[src/rtl/stdp_pkg.sv]
// Shared widths, types and the weight saturation helper for the STDP synapse.
// Latency: n/a (pure declarations and a combinational function).
// Backpressure: n/a.
package stdp_pkg;

  localparam int WEIGHT_W = 8;
  localparam int TIMER_W  = 8;

  typedef logic [WEIGHT_W-1:0] weight_t;
  typedef logic [TIMER_W-1:0]  timer_t;

  // Clamp a 10-bit signed intermediate (range -255..510) to 0..255.
  // Negative -> 0, anything with bit 8 set (256..511) -> 255.
  function automatic weight_t clamp_w(input logic signed [WEIGHT_W+1:0] v);
    weight_t r;
    if (v[WEIGHT_W+1])
      r = '0;
    else if (v[WEIGHT_W])
      r = '1;
    else
      r = v[WEIGHT_W-1:0];
    return r;
  endfunction

endpackage

[src/rtl/stdp_synapse_spike_timer.sv]
// Saturating spike-age timer: 0 on its spike, counts up, holds at WINDOW ("no recent spike").
// Latency: value updates on the rising edge after the spike.
// Backpressure: none; a spike every cycle simply keeps the timer at 0.
module spike_timer
  import stdp_pkg::*;
#(
  parameter int WINDOW = 16
) (
  input  logic   clk,
  input  logic   rst_n,
  input  logic   spike,
  output timer_t t
);

  localparam timer_t WIN = timer_t'(WINDOW);

  // Age counter: clear on spike, otherwise count toward WINDOW and hold there.
  always_ff @(posedge clk or negedge rst_n) begin
    if (!rst_n)
      t <= WIN;
    else if (spike)
      t <= '0;
    else if (t < WIN)
      t <= t + 1'b1;
  end

endmodule

[src/rtl/stdp_synapse.sv]
// Plastic synapse: weights presynaptic spikes into neuron current, adapts weight by pre/post timing.
// Latency: current, weight and ltp/ltd events all register 1 cycle after the spike edge.
// Backpressure: none; spikes are single-cycle pulses accepted every cycle.
// Optional feature: define STDP_GRADED_EN for shift-decayed step sizes (default: fixed steps).
module stdp_synapse
  import stdp_pkg::*;
#(
  parameter int WINDOW    = 16,
  parameter int A_PLUS    = 8,
  parameter int A_MINUS   = 6,
  parameter int TAU_SHIFT = 2,
  parameter int W_INIT    = 128
) (
  input  logic                clk,
  input  logic                rst_n,
  input  logic                pre_spike,
  input  logic                post_spike,
  input  logic                learn_en,
  input  logic                load_weight,
  input  logic [WEIGHT_W-1:0] weight_in,
  output logic [WEIGHT_W-1:0] current,
  output logic [WEIGHT_W-1:0] weight,
  output logic                ltp_evt,
  output logic                ltd_evt
);

  localparam timer_t  WIN   = timer_t'(WINDOW);
  localparam weight_t PLUS  = weight_t'(A_PLUS);
  localparam weight_t MINUS = weight_t'(A_MINUS);

  timer_t  pre_t;
  timer_t  post_t;
  logic    ltp_cond;
  logic    ltd_cond;
  weight_t ltp_step;
  weight_t ltd_step;
  weight_t ltp_eff;
  weight_t ltd_eff;
  logic signed [WEIGHT_W+1:0] next_sum;

  spike_timer #(.WINDOW(WINDOW)) u_pre_timer (
    .clk   (clk),
    .rst_n (rst_n),
    .spike (pre_spike),
    .t     (pre_t)
  );

  spike_timer #(.WINDOW(WINDOW)) u_post_timer (
    .clk   (clk),
    .rst_n (rst_n),
    .spike (post_spike),
    .t     (post_t)
  );

  // Pairing uses the timer values before this edge, so same-edge pre/post
  // each see the other's old age rather than cancelling.
  assign ltp_cond = post_spike && (pre_t < WIN);
  assign ltd_cond = pre_spike && (post_t < WIN);

`ifdef STDP_GRADED_EN
  // Step halves every 2**TAU_SHIFT cycles of spike separation.
  assign ltp_step = PLUS  >> (pre_t  >> TAU_SHIFT);
  assign ltd_step = MINUS >> (post_t >> TAU_SHIFT);
`else
  assign ltp_step = PLUS;
  assign ltd_step = MINUS;
`endif

  assign ltp_eff = ltp_cond ? ltp_step : '0;
  assign ltd_eff = ltd_cond ? ltd_step : '0;

  // Net update in 10-bit signed so both directions can apply together before clamping.
  assign next_sum = $signed({2'b00, weight}) + $signed({2'b00, ltp_eff})
                  - $signed({2'b00, ltd_eff});

  // Weight register and registered outputs; load overrides learning.
  always_ff @(posedge clk or negedge rst_n) begin
    if (!rst_n) begin
      weight  <= weight_t'(W_INIT);
      current <= '0;
      ltp_evt <= 1'b0;
      ltd_evt <= 1'b0;
    end else begin
      current <= pre_spike ? weight : '0;
      ltp_evt <= learn_en && !load_weight && ltp_cond;
      ltd_evt <= learn_en && !load_weight && ltd_cond;
      if (load_weight)
        weight <= weight_in;
      else if (learn_en)
        weight <= clamp_w(next_sum);
    end
  end

endmodule

[config.mk]
export PLATFORM = sky130hd
export DESIGN_NAME = stdp_synapse
export DESIGN_NICKNAME = d
export VERILOG_FILES = /design/src/rtl/stdp_pkg.sv /design/src/rtl/stdp_synapse_spike_timer.sv /design/src/rtl/stdp_synapse.sv
export SDC_FILE = /design/constraint.sdc
export NUM_CORES = 1
export LEC_CHECK = 0
export BUFFER_PORTS_ARGS = -buffer_cell sky130_fd_sc_hd__buf_2
export CAP_MARGIN = 30
export CELL_PAD_IN_SITES_DETAIL_PLACEMENT = 0
export CELL_PAD_IN_SITES_GLOBAL_PLACEMENT = 1
export CORE_ASPECT_RATIO = 1.25
export CORE_UTILIZATION = 43
export CTS_CLUSTER_DIAMETER = 40
export DETAILED_ROUTE_END_ITERATION = 10
export PLACE_DENSITY = 0.79
export SLEW_MARGIN = 5
export SYNTH_ARGS = -nofsm -noshare
export SYNTH_HDL_FRONTEND = slang
export SYNTH_HIERARCHICAL = 1
export SYNTH_SLANG_ARGS = --single-unit
export TNS_END_PERCENT = 5
[constraint.sdc]
create_clock -name clk -period 3.44 [get_ports clk]
set_clock_uncertainty 0.15 [all_clocks]
set_input_delay 0.172 -clock clk [delete_from_list [all_inputs] [get_ports clk]]
set_output_delay 0.172 -clock clk [all_outputs]
set_load 0.005 [all_outputs]
==> impl_metrics.csv <==
group,metric,value,unit
grt,top_usage_layer,"met2",
clock_network,cts_inserted_buffers,5,
final_layout,antennaDiodeCount,0,
drt,via_per_inst,5.148,
drt,drt-initial-drc-count,44,
drt,detail_route.first_pass.iterations,4,
die,fp.dieArea,4520,µm²
clock_network,clock_sink_count,34,
critical_path,worstSetupPathType,"flip-flop to flip-flop",
drt,antenna_violating_nets_left,0,
grt,global_route.usage.met3,4.639,%
die,floorplan.core_area,4066,µm²
critical_path,critPathMaxStageDelay,0.47,ns
sta,timing.hold.ws,0.02687,ns
grt,pin_count_of_the_biggest_net_entering_global_routing,35,
critical_path,path_max_fanout,7,
clock_network,postCtsResizedCells,0,
drt,totalWireLength,3745,µm
die,die_height,74.92,µm
power_and_ir_drop,total_power,0.001299,W
clock_network,tritoncts_clock_tree,"built",
hold_path,hold_class,"primary input to flip-flop",
clock_network,htree_num_levels,2,
final_layout,most-common-layout-cells,"31 x sky130_fd_sc_hd__dfrtp_1, 31 x sky130_fd_sc_hd__buf_2, 20 x sky130_fd_sc_hd__nor2_1",
sta,setup_viol,0,
synth,synth_sequential_area_ratio,46.72,%
power_and_ir_drop,cellLeakagePower,1.101,nW
critical_path,worst_ep_required_time,3.45,ns
critical_path,cpLargestDelayFamily,"compound AO/OA/AOI/OAI gates",
grt,grt_usage,19.10,%
synth,synth.cell_area,1829,µm²
grt,antenna_found_initial,0,
clock_network,insertion_delay,0.28,ns
grt,met1_usage,21.92,%
sta,grt_setup_unrepaired,"no",
final_layout,area_growth_syn_to_layout,21.27,%
critical_path,critical_path.n_buffers_inverters,0,
critical_path,critical_path.slowest_cell,"sky130_fd_sc_hd__fa_1",
synth,yosysUniqueCellTypes,41,
grt,grt.met2_usage,32.97,%
sta,fin_setup_tns,0,ns
final_layout,num-nets-final,241,
sta,transition_at_the_pin_with_the_smallest_max_transition_slack,0.7056,ns
place,finalWeightedCongestion,0.9010,
sta,maxClockFrequency,0.3338,GHz
run,cap_viol_max_count,0,
critical_path,setup.worst_path.end_class,"flip-flop",
outcome,outcome,"complete, no violations",
drt,avgRoutedWirePerCell,13.87,µm
place,place.detailed.hpwl,2839,µm
sta,slew-limit-headroom,52.96,%
sta,final.period_utilization,87.09,%
die,fp-row-count,26,
grt,first_global_vias,1428,
synth,synthesized_instance_count,170,
synth,postSynthAreaPerCell,10.76,µm²
drt,num_vias,1390,
sta,finalHoldViolations,0,
drt,drc_viols,0,
die,io-pin-count,32,
place,port_buffers,31,
final_layout,final_layout_size_suffix_gt1_share,25.23,%
final_layout,nFillCells,390,
grt,grt_pass1_wl,6306,µm
critical_path,arrival,3.01,ns
critical_path,critical_path.startpoint_type,"flip-flop",
grt,global_route.overflow_total,0,
power_and_ir_drop,irDropWorstVdd,0.0002637,V
final_layout,finish.instance_area,2218,µm²
synth,synth.net_count,198,
clock_network,root_cell_of_the_clock_tree,"sky130_fd_sc_hd__clkbuf_8",
synth,synth-seq-cells,34,
sta,final_period_minus_worst_setup_slack,2.996,ns
power_and_ir_drop,power.density,585.6,nW/µm²
sta,drv_slew,0,
die,initial_utilization,44.98,%
place,postPlaceCellArea,2033,µm²
clock_network,clock_transition_at_the_registers_of_the_reported_paths,0.07,ns
synth,yosys_warnings,6,
die,die_w,60.34,µm
critical_path,cp_cell_sequence,"nor4_1 > nand2_1 > ha_1 > fa_1 > a21o_1 > a221oi_1 > or2b_1 > a21o_2 > o21ai_1",
clock_network,ctsLongestPathBuffers,2,
-- through the flow --
step           instances  util [%]  setup slack [ns]
2_1_floorplan        170         -            0.7227
3_3_place_gp         253     50.00            0.4318
3_5_place_dp         253     50.00            0.4497
4_1_cts              270     54.55            0.4332
5_1_grt              270     54.55            0.2876
6_report             270     54.55            0.4440
-- synthesized netlist by cell type --
library cell               instances  area (µm²)
sky130_fd_sc_hd__mux2i_1           2       20.02
sky130_fd_sc_hd__a221oi_4          1       26.28
sky130_fd_sc_hd__fa_1              1       20.02
sky130_fd_sc_hd__o21ai_2           1       8.760
sky130_fd_sc_hd__and3_1            1       6.260
sky130_fd_sc_hd__a221oi_1          1       8.760
sky130_fd_sc_hd__and2_1            8       50.05
sky130_fd_sc_hd__a21oi_2           1       8.760
sky130_fd_sc_hd__nand2b_1          3       18.77
sky130_fd_sc_hd__xor2_1            3       26.28
sky130_fd_sc_hd__a21o_1            2       15.01
sky130_fd_sc_hd__xnor2_1           4       35.03
sky130_fd_sc_hd__a21o_2            2       17.52
sky130_fd_sc_hd__dfstp_2           3       78.83
sky130_fd_sc_hd__a211oi_2          1       12.51
sky130_fd_sc_hd__o21ai_0           1       5.000
sky130_fd_sc_hd__nand2_1           3       11.26
sky130_fd_sc_hd__a21oi_1          13       65.06
sky130_fd_sc_hd__nand4_1           2       12.51
sky130_fd_sc_hd__nor3b_1           3       22.52
sky130_fd_sc_hd__a41oi_1           2       17.52
sky130_fd_sc_hd__nor4_1            2       12.51
sky130_fd_sc_hd__nor2b_2           2       17.52
sky130_fd_sc_hd__buf_2             2       10.01
sky130_fd_sc_hd__o211ai_2          1       12.51
sky130_fd_sc_hd__inv_1             8       30.03
sky130_fd_sc_hd__dfrtp_1          31       775.7
sky130_fd_sc_hd__o21bai_1          1       7.510
sky130_fd_sc_hd__or2b_1            1       7.510
sky130_fd_sc_hd__o21ai_1           7       35.03
sky130_fd_sc_hd__buf_6             1       11.26
sky130_fd_sc_hd__o211a_1           1       10.01
sky130_fd_sc_hd__ha_1             13       162.7
sky130_fd_sc_hd__nor2_1           20       75.07
sky130_fd_sc_hd__nor2b_1           7       43.79
sky130_fd_sc_hd__o211ai_1          1       7.510
sky130_fd_sc_hd__clkbuf_1          2       7.510
sky130_fd_sc_hd__mux2_1            2       22.52
sky130_fd_sc_hd__a31o_1            3       26.28
sky130_fd_sc_hd__nor4_4            2       42.54
sky130_fd_sc_hd__nor3_1            5       25.02
-- worst paths after layout --
path	start	endpoint	slack, ns	cells past startpoint
worst max-delay path	u_post_timer/t[7]	weight[4]	0.44	9
worst min-delay path	post_spike	u_post_timer/t[4]	0.03	2
worst max register to register	u_post_timer/t[7]	weight[4]	0.44	9
worst min register to register	weight[3]	current[3]	0.39	1
max in group asynchronous	rst_n	u_pre_timer/t[2]	2.36	2
min in group asynchronous	rst_n	current[7]	0.32	2
-- routing by layer --
metal / up-vias / part of all wire (%)
met2: 31 / 54
met4: 0 / 1.8
li1: 678 / -
met3: 7 / 3.2
met5: - / 0
met1: 674 / 41
-- cell type report --
cell class	count	area, µm²	area share [%]
Multi-Input combinational cell	123	915.9	41.29
Sequential cell	34	854.6	38.52
Timing Repair Buffer	41	252.7	11.39
Clock buffer	6	82.58	3.723
Tap cell	56	70.07	3.158
Inverter	8	30.03	1.354
Clock inverter	2	12.51	0.5640
-- state kept, by name (all words and copies together) (netlist names) --
| signal | flops |
|---|---|
| current | 8 |
| ltd_evt | 1 |
| ltp_evt | 1 |
| u_post_timer/t | 8 |
| u_pre_timer/t | 8 |
| weight | 8 |
-- report_power, final --
part | leakage [nW] | switching [W] | internal, W
logic | 0.617 | 0.000286 | 0.000229
registers | 0.437 | 0.0000369 | 0.000447
clock network | 0.0472 | 0.000140 | 0.000161
-- cell families (layout without fill, tap and decap cells) --
logic type | after synthesis | after routing | share of synthesized area [%]
AND/OR/NAND/NOR | 59 | 59 | 18.88
AO/OA/AOI/OAI | 39 | 39 | 15.53
flip-flops | 34 | 34 | 46.72
adder cells (fa/ha/maj) | 14 | 14 | 9.987
buffers and inverters | 13 | 57 | 3.215
XOR/XNOR | 7 | 7 | 3.352
multiplexers | 4 | 4 | 2.326
-- repair_timing --
action                    CTS  global route
setup buffers               0             0
hold endpoints to repair   39             0
hold buffers                9             0
Power figures use the tool's default switching activity.
